<file path="src/rtl/regfile_pkg.sv">
// regfile_pkg: parameters and types shared by the integer register file
// and its write-back unit.
//   XLEN       - data width of a register
//   NREG       - number of architectural registers
//   AW         - register address width (log2 NREG)
//   FIFO_DEPTH - entries in the write-back load buffer
//   CW         - width of the load buffer occupancy counter
package regfile_pkg;

  localparam int unsigned XLEN       = 64;
  localparam int unsigned NREG       = 32;
  localparam int unsigned AW         = 5;
  localparam int unsigned FIFO_DEPTH = 2;
  localparam int unsigned CW         = $clog2(FIFO_DEPTH + 1);

  typedef logic [AW-1:0] reg_addr_t;

endpackage : regfile_pkg

</file>
<file path="src/rtl/wb_fifo.sv">
// wb_fifo: two-entry buffer of {rd, data} for load results that lost
// write-port arbitration.
//   clk_i, rst_ni        - clock, asynchronous active-low reset
//   push_i               - write push_rd_i/push_data_i into the tail
//   push_rd_i/_data_i    - entry being pushed
//   pop_i                - drop the head entry
//   head_rd_o/_data_o    - current head entry (valid when !empty_o)
//   count_o              - number of occupied entries
//   full_o, empty_o      - occupancy flags
// The caller never pushes while full nor pops while empty.
module wb_fifo
  import regfile_pkg::*;
(
  input  logic            clk_i,
  input  logic            rst_ni,
  input  logic            push_i,
  input  logic [AW-1:0]   push_rd_i,
  input  logic [XLEN-1:0] push_data_i,
  input  logic            pop_i,
  output logic [AW-1:0]   head_rd_o,
  output logic [XLEN-1:0] head_data_o,
  output logic [CW-1:0]   count_o,
  output logic            full_o,
  output logic            empty_o
);

  logic [AW-1:0]   rd_mem   [FIFO_DEPTH];
  logic [XLEN-1:0] data_mem [FIFO_DEPTH];

  // Depth is two, so a single bit addresses each slot.
  logic          wr_ptr_q, wr_ptr_d;
  logic          rd_ptr_q, rd_ptr_d;
  logic [CW-1:0] count_q, count_d;

  always_comb begin
    wr_ptr_d = wr_ptr_q;
    rd_ptr_d = rd_ptr_q;
    count_d  = count_q;
    if (push_i) wr_ptr_d = ~wr_ptr_q;
    if (pop_i)  rd_ptr_d = ~rd_ptr_q;
    case ({push_i, pop_i})
      2'b10:   count_d = count_q + 1'b1;
      2'b01:   count_d = count_q - 1'b1;
      default: count_d = count_q;
    endcase
  end

  always_ff @(posedge clk_i or negedge rst_ni) begin
    if (!rst_ni) begin
      wr_ptr_q <= 1'b0;
      rd_ptr_q <= 1'b0;
      count_q  <= '0;
    end else begin
      wr_ptr_q <= wr_ptr_d;
      rd_ptr_q <= rd_ptr_d;
      count_q  <= count_d;
    end
  end

  // Payload storage needs no reset: the count decides what is valid.
  always_ff @(posedge clk_i) begin
    if (push_i) begin
      rd_mem[wr_ptr_q]   <= push_rd_i;
      data_mem[wr_ptr_q] <= push_data_i;
    end
  end

  assign head_rd_o   = rd_mem[rd_ptr_q];
  assign head_data_o = data_mem[rd_ptr_q];
  assign count_o     = count_q;
  assign full_o      = (count_q == CW'(FIFO_DEPTH));
  assign empty_o     = (count_q == '0);

endmodule : wb_fifo

</file>
<file path="src/rtl/regfile_wb.sv">
// regfile_wb: sole writer of the integer register file write port.
//   clk, rst (async, active-low)
//   issue_en/issue_rd         - instruction with destination issues; marks it busy
//   alu_valid/alu_rd/alu_data - single-cycle ALU result, never back-pressured
//   lsu_valid/lsu_ready/lsu_rd/lsu_data - load result handshake
//   wr_en/wr_addr/wr_data     - registered register-file write
//   busy                      - per-register pending-write scoreboard
// Handshake: a load transfers on any rising edge where lsu_valid && lsu_ready;
// the LSU holds rd/data stable while valid and not ready. lsu_ready depends
// only on buffer occupancy, never on lsu_valid.
// Priority each cycle: ALU, then buffered load, then direct load bypass.
module regfile_wb
  import regfile_pkg::*;
(
  input  logic            clk,
  input  logic            rst,
  input  logic            issue_en,
  input  logic [AW-1:0]   issue_rd,
  input  logic            alu_valid,
  input  logic [AW-1:0]   alu_rd,
  input  logic [XLEN-1:0] alu_data,
  input  logic            lsu_valid,
  output logic            lsu_ready,
  input  logic [AW-1:0]   lsu_rd,
  input  logic [XLEN-1:0] lsu_data,
  output logic            wr_en,
  output logic [AW-1:0]   wr_addr,
  output logic [XLEN-1:0] wr_data,
  output logic [NREG-1:0] busy
);

  reg_addr_t       head_rd;
  logic [XLEN-1:0] head_data;
  logic [CW-1:0]   fifo_count;
  logic            fifo_full, fifo_empty;

  logic            lsu_fire, push, pop;
  logic            sel_valid;
  reg_addr_t       sel_rd;
  logic [XLEN-1:0] sel_data;

  logic            wr_en_q, wr_en_d;
  reg_addr_t       wr_addr_q, wr_addr_d;
  logic [XLEN-1:0] wr_data_q, wr_data_d;
  logic [NREG-1:0] busy_q, busy_d;

  assign lsu_ready = (fifo_count < CW'(FIFO_DEPTH));
  assign lsu_fire  = lsu_valid && lsu_ready;

  always_comb begin
    sel_valid = 1'b0;
    sel_rd    = '0;
    sel_data  = '0;
    push      = 1'b0;
    pop       = 1'b0;
    if (alu_valid) begin
      sel_valid = 1'b1;
      sel_rd    = alu_rd;
      sel_data  = alu_data;
      push      = lsu_fire && !fifo_full;
    end else if (!fifo_empty) begin
      // Buffered loads drain before a new load so acceptance order holds.
      sel_valid = 1'b1;
      sel_rd    = head_rd;
      sel_data  = head_data;
      pop       = 1'b1;
      push      = lsu_fire && !fifo_full;
    end else if (lsu_fire) begin
      sel_valid = 1'b1;
      sel_rd    = lsu_rd;
      sel_data  = lsu_data;
    end
  end

  always_comb begin
    // x0 results are consumed but never reach the register file.
    wr_en_d   = sel_valid && (sel_rd != '0);
    wr_addr_d = wr_addr_q;
    wr_data_d = wr_data_q;
    if (sel_valid) begin
      wr_addr_d = sel_rd;
      wr_data_d = sel_data;
    end
    // Clear for the retiring write first, then set for the new issue so
    // a same-cycle collision leaves the newer instruction pending.
    busy_d = busy_q;
    if (sel_valid) busy_d[sel_rd] = 1'b0;
    if (issue_en && (issue_rd != '0)) busy_d[issue_rd] = 1'b1;
    busy_d[0] = 1'b0;
  end

  always_ff @(posedge clk or negedge rst) begin
    if (!rst) begin
      wr_en_q   <= 1'b0;
      wr_addr_q <= '0;
      wr_data_q <= '0;
      busy_q    <= '0;
    end else begin
      wr_en_q   <= wr_en_d;
      wr_addr_q <= wr_addr_d;
      wr_data_q <= wr_data_d;
      busy_q    <= busy_d;
    end
  end

  wb_fifo u_fifo (
    .clk_i       (clk),
    .rst_ni      (rst),
    .push_i      (push),
    .push_rd_i   (lsu_rd),
    .push_data_i (lsu_data),
    .pop_i       (pop),
    .head_rd_o   (head_rd),
    .head_data_o (head_data),
    .count_o     (fifo_count),
    .full_o      (fifo_full),
    .empty_o     (fifo_empty)
  );

  assign wr_en   = wr_en_q;
  assign wr_addr = wr_addr_q;
  assign wr_data = wr_data_q;
  assign busy    = busy_q;

endmodule : regfile_wb

</file>
<file path="config.mk">
export PLATFORM = sky130hd
export DESIGN_NAME = regfile_wb
export DESIGN_NICKNAME = d
export VERILOG_FILES = /design/src/rtl/regfile_pkg.sv /design/src/rtl/wb_fifo.sv /design/src/rtl/regfile_wb.sv
export SDC_FILE = /design/constraint.sdc
export NUM_CORES = 1
export LEC_CHECK = 0
export CAP_MARGIN = 30
export CORE_ASPECT_RATIO = 1.75
export CORE_MARGIN = 4
export CORE_UTILIZATION = 44
export DETAILED_ROUTE_END_ITERATION = 7
export PLACE_DENSITY = 0.73
export SYNTH_ARGS = -nofsm -noshare
export SYNTH_HDL_FRONTEND = slang
export SYNTH_SLANG_ARGS = --single-unit
</file>
<file path="constraint.sdc">
create_clock -name clk -period 4.1 [get_ports clk]
set_input_delay 1.025 -clock clk [delete_from_list [all_inputs] [get_ports clk]]
set_output_delay 1.025 -clock clk [all_outputs]
set_load 0.03 [all_outputs]
</file>
==> summary.md <==
| Metric | Value |
|---|---|
| Number of resized instances in the post-cts repair step | `0` |
| Reg power frac | `40.3%` |
| Leading cell type by number of instances after synthesis | `sky130_fd_sc_hd__edfxtp_1` |
| Wire per inst | `21.17 µm` |
| Worst R2R Start | `u_fifo.count_o[0]` |
| Setup-failing EPs final | `0` |
| Largest voltage drop on the vdd net | `0.4346 mV` |
| CP Data Required Time | `4.46 ns` |
| Critical path arrival | `3.51 ns` |
| Number of hold-slack violations in the final timing report | `0` |
| Initial antenna violation count | `2` |
| Slew @ Worst Pin | `0.8930 ns` |
| Post-Syn Area | `9903 µm²` |
| Category of the most critical setup path | `input port to flop` |
| Hold Buf Count CTS | `0` |
| Max FO, Critical Path | `28` |
| Overall die height | `206.5 µm` |
| Critical Path Source | `lsu_valid` |
| Final antenna-violating net count | `0` |
| Library cell with the largest summed area after synthesis | `sky130_fd_sc_hd__edfxtp_1` |
| Area growth from synthesis to layout | `35.35%` |
| Vias in the first global route | `7381` |
| Final number of max-transition violations | `0` |
| First-pass GRT wire length | `40020 µm` |
| Die span in x | `121.4 µm` |
| Period utilization | `76.82%` |
| Min Tclk post-route | `3.150 ns` |
| Post-synth top cells | `sky130_fd_sc_hd__edfxtp_1, sky130_fd_sc_hd__dfrtp_1, sky130_fd_sc_hd__nor2_1` |
| Die area | `25070 µm²` |
| Depth of the CTS H-tree | `1` |
| Power Density | `665.2 nW/µm²` |
| Hold-critical path depth | `1` |
| Total iterations of the first detailed-routing run | `8` |
| Fraction of power consumed by combinational cells | `37.6%` |
| Outcome | `finished with violations` |
| Proportion of synthesized chip area in sequential cells | `68.38%` |
| Instance count of the mapped netlist | `701` |
| Setup repair after global routing missed its margin | `false` |
| Remaining max-slew budget at the tightest pin | `40.21%` |
| Count of routing violations after the opening detailed-route iteration | `679` |
| Violated checks | `DRC` |
| Count of vias placed by the detailed router | `7099` |
| Category of the worst setup path capture point | `flop` |
| Global placement routability congestion | `0.8984` |
| Sw Pwr | `3.084 mW` |
| Hold Path Class | `flop to flop` |
| Average footprint of a synthesized cell | `14.13 µm²` |
| Area contributors post-synth | `sky130_fd_sc_hd__edfxtp_1, sky130_fd_sc_hd__dfrtp_1, sky130_fd_sc_hd__mux2_2` |
| Synth Flop Type | `sky130_fd_sc_hd__edfxtp_1` |
| Area share of the largest cell type after synthesis | `41.84%` |
| Filler cell count in the final layout | `1794` |
| Maximum clock frequency | `0.3175 GHz` |
| Setup Buffers After CTS | `0` |
| Slack of the worst reg-to-reg path | `1.46 ns` |
| Clock Pin Slew Worst Setup and Hold Paths | `0.07 ns` |
| Hold wc startpoint | `wr_addr[4]` |
| Via density | `5.707` |
| Number of enable-type register cells in the synthesized netlist | `138` |
| Worst path cell trace | `clkdlybuf4s50_1 > nor4b_4 > buf_4 > a221o_1 > o221ai_2 > o41ai_1 > o21ai_1` |
| Worst Skew | `0.01592 ns` |
| Net Sw Frac | `34.59%` |
| Input/output buffers | `249` |
| Final wirelength | `26340 µm` |
| Remaining routing DRC violations | `11` |
| Static leakage | `4.931 nW` |
| Cell with the biggest individual delay on the critical path | `sky130_fd_sc_hd__clkdlybuf4s50_1` |
| Max Cap Viol | `0` |
| Floorplan core area | `22160 µm²` |
| Number of buffers inserted during clock tree synthesis | `21` |
| Total of flip-flops plus latches after synthesis | `243` |
| TritonCTS clock tree | `done` |
| Internal power summed over all cells | `5.833 mW` |
| Yosys warns | `0` |
| Root buffer cell | `sky130_fd_sc_hd__clkbuf_16` |
| Fin util | `60.48%` |
| Starting density of the core | `44.69%` |
| Path depth of the worst reg2reg path | `6` |
| # clock sinks | `243` |
| Clock group share of total power | `22.0%` |
| I/O Pins | `251` |
| Worst hold-check slack | `0.4842 ns` |
| Fraction of layout instances using a drive strength above 1 | `13.64%` |
| HPWL after DPL | `18390 µm` |
| Global router's overall resource usage | `20.44%` |
| Mapped Nets | `850` |
| Largest incremental delay on the critical path | `0.54 ns` |
| Fin nets | `1081` |
| Count of distinct cell types in the synthesized netlist | `43` |
| Critical Path Source Type | `input port` |
| Async set-reset flop share out of synthesis | `43.21%` |
| Skew-Pair Late Insertion Delay | `0.49 ns` |
| Clock buffer depth | `3` |
| Std-Cell Rows | `72` |
| Remaining global-route overflow | `0` |
| Maximum number of pins on one net before global-route repair | `79` |
## layer usage
layer  routed length, µm  track usage (%)
met4                 867            8.774
met2               14760            38.52
met3                1596            3.751
met5                   0                0
met1                9112            22.00
## cell families after synthesis
| logic type | share of synthesized area [%] |
|---|---|
| XOR/XNOR | 0.4422 |
| other | 0.03787 |
| AO/OA/AOI/OAI | 15.31 |
| flip-flops | 68.38 |
| AND/OR/NAND/NOR | 5.205 |
| buffers and inverters | 2.678 |
| adder cells (fa/ha/maj) | 0.1263 |
| multiplexers | 7.821 |
## worst max-delay path, delay by kind of cell
family                 cells  cell delay (ns)
AO/OA/AOI/OAI              4             1.25
buffers and inverters      2             0.92
AND/OR/NAND/NOR            1             0.31
## stage by stage
step / power (mW) / std cells / instance area, µm² / setup WS, ns / TNS, ns
floorplan: 5.612 / 701 / 9903 / -1.048 / -144.65
CTS: 9.011 / 1242 / 13400 / 0.9691 / 0
finish: 8.917 / 1244 / 13400 / 0.9503 / 0
global placement: 6.964 / 1205 / 12700 / 0.5247 / 0
detailed placement: 7.010 / 1205 / 12700 / 0.4854 / 0
global route: 9.350 / 1244 / 13400 / 0.7685 / 0
## worst paths after layout
path | end
worst max-delay path | busy[28]
worst min-delay path | wr_addr[4]
worst max register to register | busy[28]
worst min register to register | wr_addr[4]
max in group asynchronous | wr_data[23]
min in group asynchronous | busy[10]
## registers in the layout, indices dropped and copies added, names as in the netlist
register / flops
wr_addr: 5
busy: 31
wr_data: 64
u_fifo.count_o: 2
u_fifo.data_mem: 128
u_fifo.wr_ptr_q: 1
wr_en: 1
u_fifo.rd_mem: 10
u_fifo.rd_ptr_q: 1
## cell type report
class                      instances  area, µm²  share of cell area [%]
tap                              296      370.4                   2.763
sequential                       243       6773                   50.53
timing repair buffer             263       2628                   19.60
clock buffer                      33      683.2                   5.097
antenna                            2      5.005                 0.03734
inverter                          11      41.29                  0.3080
clock inverter                     4      18.77                  0.1400
multi-input combinational        392       2885                   21.53
## cell usage in the layout (no fill, tap or decap), types with 3 or more instances in the layout
cell	instances
sky130_fd_sc_hd__inv_1	10
sky130_fd_sc_hd__buf_4	12
sky130_fd_sc_hd__o41ai_1	7
sky130_fd_sc_hd__a21oi_1	64
sky130_fd_sc_hd__a21o_1	4
sky130_fd_sc_hd__clkdlybuf4s50_1	247
sky130_fd_sc_hd__clkbuf_16	23
sky130_fd_sc_hd__buf_12	3
sky130_fd_sc_hd__o221ai_1	6
sky130_fd_sc_hd__and2_1	4
sky130_fd_sc_hd__dfrtp_1	104
sky130_fd_sc_hd__nor2_1	67
sky130_fd_sc_hd__clkinv_2	3
sky130_fd_sc_hd__o211ai_1	10
sky130_fd_sc_hd__xnor2_1	5
sky130_fd_sc_hd__o31ai_1	16
sky130_fd_sc_hd__mux2_2	67
sky130_fd_sc_hd__nand3b_1	5
sky130_fd_sc_hd__clkbuf_8	7
sky130_fd_sc_hd__o2bb2ai_1	3
sky130_fd_sc_hd__o21ai_0	19
sky130_fd_sc_hd__edfxtp_1	138
sky130_fd_sc_hd__a222oi_1	64
sky130_fd_sc_hd__nand2_1	20
sky130_fd_sc_hd__clkbuf_1	3
## power by group through the flow
stage / Combinational (mW) / Sequential, mW / Clock [mW]
detailed placement: 3.37 / 3.63 / 0
finish: 3.36 / 3.59 / 1.97
global placement: 3.34 / 3.62 / 0
global route: 3.56 / 3.67 / 2.12
CTS: 3.39 / 3.60 / 2.02
floorplan: 1.32 / 4.29 / 0
(Power assumes the default switching activity.)
